<file path="config.mk">
export PLATFORM = sky130hd
export DESIGN_NAME = flag_unit
export DESIGN_NICKNAME = d
export VERILOG_FILES = /design/src/rtl/flag_unit.sv
export SDC_FILE = /design/constraint.sdc
export NUM_CORES = 1
export LEC_CHECK = 0
export ABC_CLOCK_PERIOD_IN_PS = 2200
export BUFFER_PORTS_ARGS = -buffer_cell sky130_fd_sc_hd__buf_2
export CAP_MARGIN = 20
export CORE_ASPECT_RATIO = 0.9
export CORE_MARGIN = 5
export CORE_UTILIZATION = 45
export DETAILED_ROUTE_END_ITERATION = 10
export GPL_TIMING_DRIVEN = 0
export HOLD_SLACK_MARGIN = 0.15
export PLACE_DENSITY_LB_ADDON = 0.25
export SLEW_MARGIN = 20
export SYNTH_ARGS = -nofsm -noshare
export SYNTH_HDL_FRONTEND = slang
export SYNTH_SLANG_ARGS = --single-unit
</file>
<file path="constraint.sdc">
create_clock -name clk -period 2.2 [get_ports clk]
set_clock_uncertainty 0.1 [all_clocks]
set_input_delay 0.22 -clock clk [delete_from_list [all_inputs] [get_ports clk]]
set_output_delay 0.22 -clock clk [all_outputs]
set_load 0.05 [all_outputs]
</file>
<file path="src/rtl/flag_unit.sv">
// Architectural condition-flag register {V,N,Z} with same-cycle forwarding.
// Captures flags from flag-setting EX instructions and counts flag updates.
module flag_unit #(
  parameter int DW    = 16,
  parameter int CNT_W = 16
) (
  input  logic             clk,
  input  logic             rst_n,
  input  logic             ex_valid,
  input  logic [3:0]       ex_opcode,
  input  logic [DW-1:0]    alu_result,
  input  logic             alu_ovfl,
  input  logic             stall,
  input  logic             flush,
  output logic [2:0]       flags_out,
  output logic [2:0]       flags_fwd,
  output logic             flags_wr,
  output logic [CNT_W-1:0] upd_count
);

  localparam logic [3:0] OP_ADD = 4'b0000;
  localparam logic [3:0] OP_SUB = 4'b0001;
  localparam logic [3:0] OP_XOR = 4'b0010;
  localparam logic [3:0] OP_SLL = 4'b0100;
  localparam logic [3:0] OP_SRA = 4'b0101;
  localparam logic [3:0] OP_ROR = 4'b0110;

  logic [2:0]       flags_q, flags_d;
  logic             wr_q;
  logic [CNT_W-1:0] cnt_q, cnt_d;
  logic             is_nzv, is_z, upd, res_zero;

  // NOTE: every signal gets a default at the top of always_comb, so no path
  // leaves it unassigned and no latch is inferred.
  always_comb begin
    is_nzv   = 1'b0;
    is_z     = 1'b0;
    res_zero = (alu_result == '0);
    unique case (ex_opcode)
      OP_ADD, OP_SUB:                 is_nzv = 1'b1;
      OP_XOR, OP_SLL, OP_SRA, OP_ROR: is_z   = 1'b1;
      default: ;
    endcase

    upd     = ex_valid & ~stall & ~flush & (is_nzv | is_z);
    flags_d = flags_q;
    cnt_d   = cnt_q;
    if (upd) begin
      cnt_d = cnt_q + 1'b1;
      if (is_nzv) flags_d = {alu_ovfl, alu_result[DW-1], res_zero};
      else        flags_d = {flags_q[2:1], res_zero};
    end
  end

  // NOTE: sequential state uses non-blocking assignments so all registers
  // sample the pre-edge values and simulation matches the synthesized flops.
  always_ff @(posedge clk or negedge rst_n) begin
    if (!rst_n) begin
      flags_q <= 3'b000;
      wr_q    <= 1'b0;
      cnt_q   <= '0;
    end else begin
      flags_q <= flags_d;
      wr_q    <= upd;
      cnt_q   <= cnt_d;
    end
  end

  assign flags_out = flags_q;
  assign flags_fwd = flags_d;
  assign flags_wr  = wr_q;
  assign upd_count = cnt_q;

endmodule
</file>
Yosys cells after proc, flatten, opt, wreduce, memory -nomap -nowiden
Index checks and enable logic that the tools add are counted.
{"block": "totals", "reg_bits": 20, "input_bits": 26, "output_inout_bits": 23, "wordCells": 23}
{"block": "classes", "n_eq_ne": 5, "mux": 4, "reduce_logical": 4, "n_bitwise": 6, "addsub": 1}
{"cell": "$add 16x1->16 const B", "n": 1}
{"cell": "$logic_not 16->1", "n": 1}
{"cell": "$eq 4x3->1 const B", "n": 3}
{"cell": "$mux 3", "n": 2}
{"cell": "$eq 4x1->1 const B", "n": 1}
{"cell": "$eq 4x2->1 const B", "n": 1}
{"cell": "$logic_not 4->1", "n": 1}
{"cell": "$reduce_or 4->1", "n": 1}
{"cell": "$and 1x1->1", "n": 3}
{"cell": "$mux 1", "n": 2}
{"cell": "$not 1->1", "n": 2}
{"cell": "$reduce_or 2->1", "n": 1}
{"cell": "$or 1x1->1", "n": 1}

Depth between registers and ports, before layout
{"block": "depth", "word_depth": 6, "depth_mapped": 5, "mapped_depth_nobuf": 5}

Worst setup path before layout
Ideal clock, no wire load.
{"block": "synth_path", "kind": "input -> register", "from": "in stall", "to": "reg flags_q[0] (netlist: flags_out[0])", "t_required_ns": 1.852, "t_arrival_ns": 1.895, "cell_stages": 3, "setup_slack_ns": -0.043, "path_buffers": 0, "setup_ns": 0.248, "path_cell_list": "nor4b_4 nand2_4 o21ai_0"}
{"block": "synth_via", "elab_chain_len": 5}
{"item": "start: declaration", "line": "13", "text": "input logic stall,"}
{"item": "$not 1->1", "line": "45", "text": "upd = ex_valid & ~stall & ~flush & (is_nzv | is_z);"}
{"item": "$and 1x1->1 (3 in series)", "line": "45"}
{"item": "$mux 3", "line": "48", "text": "if (upd) begin"}
{"item": "named net flags_fwd[0]", "line": "16", "text": "output logic [2:0] flags_fwd,"}
{"item": "end signal: assignment", "line": "63", "text": "flags_q <= flags_d;"}
{"item": "end: declaration", "line": "28", "text": "logic [2:0] flags_q, flags_d;"}
The timed path passes the listed nets, and every way through them passes these cells.
A chain may end at the register's enable or synchronous reset.

Worst setup path in the final report
{"block": "layout_path", "from": "in alu_result[15]", "to": "out flags_fwd[0]"}
{"block": "layout_via", "elab_chain_len": 3}
{"item": "start: declaration", "line": "11", "text": "input logic [DW-1:0] alu_result,"}
{"item": "$logic_not 16->1", "line": "38", "text": "res_zero = (alu_result == '0);"}
{"item": "$mux 3", "line": "50", "text": "if (is_nzv) flags_d = {alu_ovfl, alu_result[DW-1], res_zero};"}
{"item": "$mux 3", "line": "48"}
{"item": "end: declaration", "line": "16"}
Every way passes these cells.

==> run metrics <==
CP max-delay cell=dlygate4sd3_1; Synth cell types=21; Worst EP required=1.88 ns; Max Cap Viol=0; reg2reg start=upd_count[0]$_DFFE_PN0P_; min Tclk post-route=2.108 ns; vias post-DR=811; Worst Tran Pin Value=0.4593 ns; slack of the critical path=0.09166 ns; post-synthesis cell count=78; internal power=0.6601 mW; final wirelength=2346 µm; Static Leakage=0.7193 nW; CP Max Fanout=2; dpl ws=0.2570 ns; antenna diode count=0; Hold Path Cell Cnt=4; Switching Fraction=35.19%; vias in the first global route=916; Total GRT Usage=17.74%; CTS buffer count=3; Worst setup EP type=primary output; Die H=53.12 µm; TritonCTS Sinks=20; root buffer cell=clkbuf_4; Net Switching=0.3584 mW; Seq/Total Area, Yosys=53.84%; highest ir drop seen on vdd=0.7820 mV; setup violators final=0; CTS tree=done; Core ar.=0.001952 mm²; ratio of total power to cell area=779.8 mW/mm²; Hold Path Sink=upd_count[0]$_DFFE_PN0P_; drt pass-1 iters=4; antenna violations before repair=0; initial core utilization=47.63%; H-tree depth=1; top cell type's share of synthesized area=53.84%; Min Hold Slack=0.1770 ns; Max Freq=474.3 MHz; CP peak stage delay=0.54 ns; setup bufs post-CTS=0; Seq cells post-synth=20; ranking of synthesized cells by area=dfrtp_1, xnor2_1, xor2_1, nand2_1, nand4_1; Worst slew margin=69.38%; CP Launch Type=primary input; Reg power frac=43.3%; RSZ-0062 raised after global routing=no; io pins=49; Post-Syn Nets=105; final instance area=0.001306 mm²; nets@finish=163; r2r setup slk=0.64 ns; fin. max-slew vios=0; port buffer count=48; Final Cycle Share=95.83%; Avg Inst Size Synth=11.92 µm²; Hold Startpoint=stall; largest net degree at the start of global routing=21; combinational fraction of design power=27.2%; first-pass GRT wire length=4036 µm; Worst Hold Class=in2reg; critical path cell sequence=dlygate4sd3_1 -> buf_2 -> nor4_1 -> nand4_1 -> o21ai_1 -> clkbuf_4; clock power share=29.5%; Clock Latency Late Sink=0.30 ns; status=complete, no violations; layout cells sized above 1=43.70%; post-synthesis cell area=929.6 µm²; gr ovfl total=0; DR WL/cell=14.66 µm; Vias/cell=5.069; Cell Area, Placed=0.001201 mm²; cell accounting for the most synthesized area=dfrtp_1; Final Wtd Congestion=0.7151; Area Overhead vs Synth=40.51%; final core occ=66.92%; clock buffer depth=2; drt initial violations=11; Die W=57.91 µm; row cnt=15; Warnings, synthesis=0; Reg clk slew, reported paths=0.11 ns; die area=0.003076 mm²; setup TNS=0 ns; Final Hold Viols=0; DRC Markers=0; Detail Route Antenna Nets=0; Worst Path Class, Setup=in2out; r2r endpoint=upd_count[12]$_DFFE_PN0P_; FF-to-FF path depth=5; CP arrival=1.79 ns
## stage by stage
stage               power [mW]  cells
floorplan               0.6287     78
global placement        0.7122    151
detailed placement      0.7197    151
CTS                      1.028    160
global route             1.069    160
finish                   1.019    160
## power by group through the flow
stage	Clock, mW	Sequential, mW	Combinational [mW]
global route	0.327	0.449	0.293
finish	0.301	0.441	0.277
global placement	0	0.444	0.268
detailed placement	0	0.448	0.272
CTS	0.307	0.441	0.280
floorplan	0	0.558	0.0708
## flip-flops by register name (all words and copies together) (netlist names)
name and flops:
flags_out 3, upd_count 16, flags_wr 1
## layout make-up
type                    instances  area [µm²]
inverters                       2       8.758
flip-flops and latches         20       500.5
clock buffers                   3       22.52
fillers                       171       645.6
well taps                      25       31.28
clock inverters                 1       30.03
multi-input cells              56       420.4
repair buffers                 53       292.8
## logic make-up after synthesis
logic type / count (synthesis) / synth area share (%)
multiplexers: 2 / 2.422
adder cells (fa/ha/maj): 1 / 1.346
flip-flops: 20 / 53.84
buffers and inverters: 2 / 0.9412
AND/OR/NAND/NOR: 37 / 26.78
AO/OA/AOI/OAI: 1 / 0.5378
XOR/XNOR: 15 / 14.13
## cell usage in the layout (no fill, tap or decap), drive strengths merged
master,netlist,routed
buf,0,47
dfrtp,20,20
xnor2,11,11
nand2,10,10
nand4,7,7
dlygate4sd3,0,5
nor4,4,4
xor2,4,4
nor2,4,4
clkbuf,0,4
and3,3,3
nand3,3,3
mux2,2,2
and4,2,2
nor3,2,2
nor4b,1,1
clkinv,1,1
o21ai,1,1
inv,1,1
nand2b,1,1
ha,1,1
bufinv,0,1
## how the worst max path moves through the flow
stage,from,endpoint,slack (ns),cells after the start
floorplan,stall,flags_fwd[0],0.38,3
global placement,stall,flags_fwd[1],0.25,6
detailed placement,stall,flags_fwd[1],0.26,6
CTS,alu_result[15],flags_fwd[0],0.03,6
global route,alu_result[15],flags_fwd[0],0.02,6
finish,alu_result[15],flags_fwd[0],0.09,6
## synth_stat cells
cell type	number
dfrtp_1	20
xnor2_1	11
nand2_1	9
nand4_1	5
nor2_1	4
nor4_1	4
xor2_1	4
and3_1	3
nand3_1	3
and4_1	2
mux2_1	2
nand4_2	2
clkinv_2	1
ha_1	1
inv_1	1
nand2_4	1
nand2b_1	1
nor3_2	1
nor3_4	1
nor4b_4	1
o21ai_0	1
## worst max-delay path, delay by kind of cell
kind	cells	cell delay [ns]
and+or+nand+nor	2	0.46
buffers and inverters	3	0.93
AOI/OAI and AO/OA	1	0.17
## repair_timing
action | 4_1_cts | 5_1_grt
resized for setup | 0 | 1
endpoints found under the setup margin | 0 | 1
endpoints found under the hold margin | 23 | 0
hold buffers | 5 | 0
## layer usage
layer  GRT usage (%)  wire, µm
met5               0         0
met2           33.65      1296
met1           18.63       896
met3           3.902        99
met4           8.108        53
No activity file was read; power rests on OpenSTA's default activity.
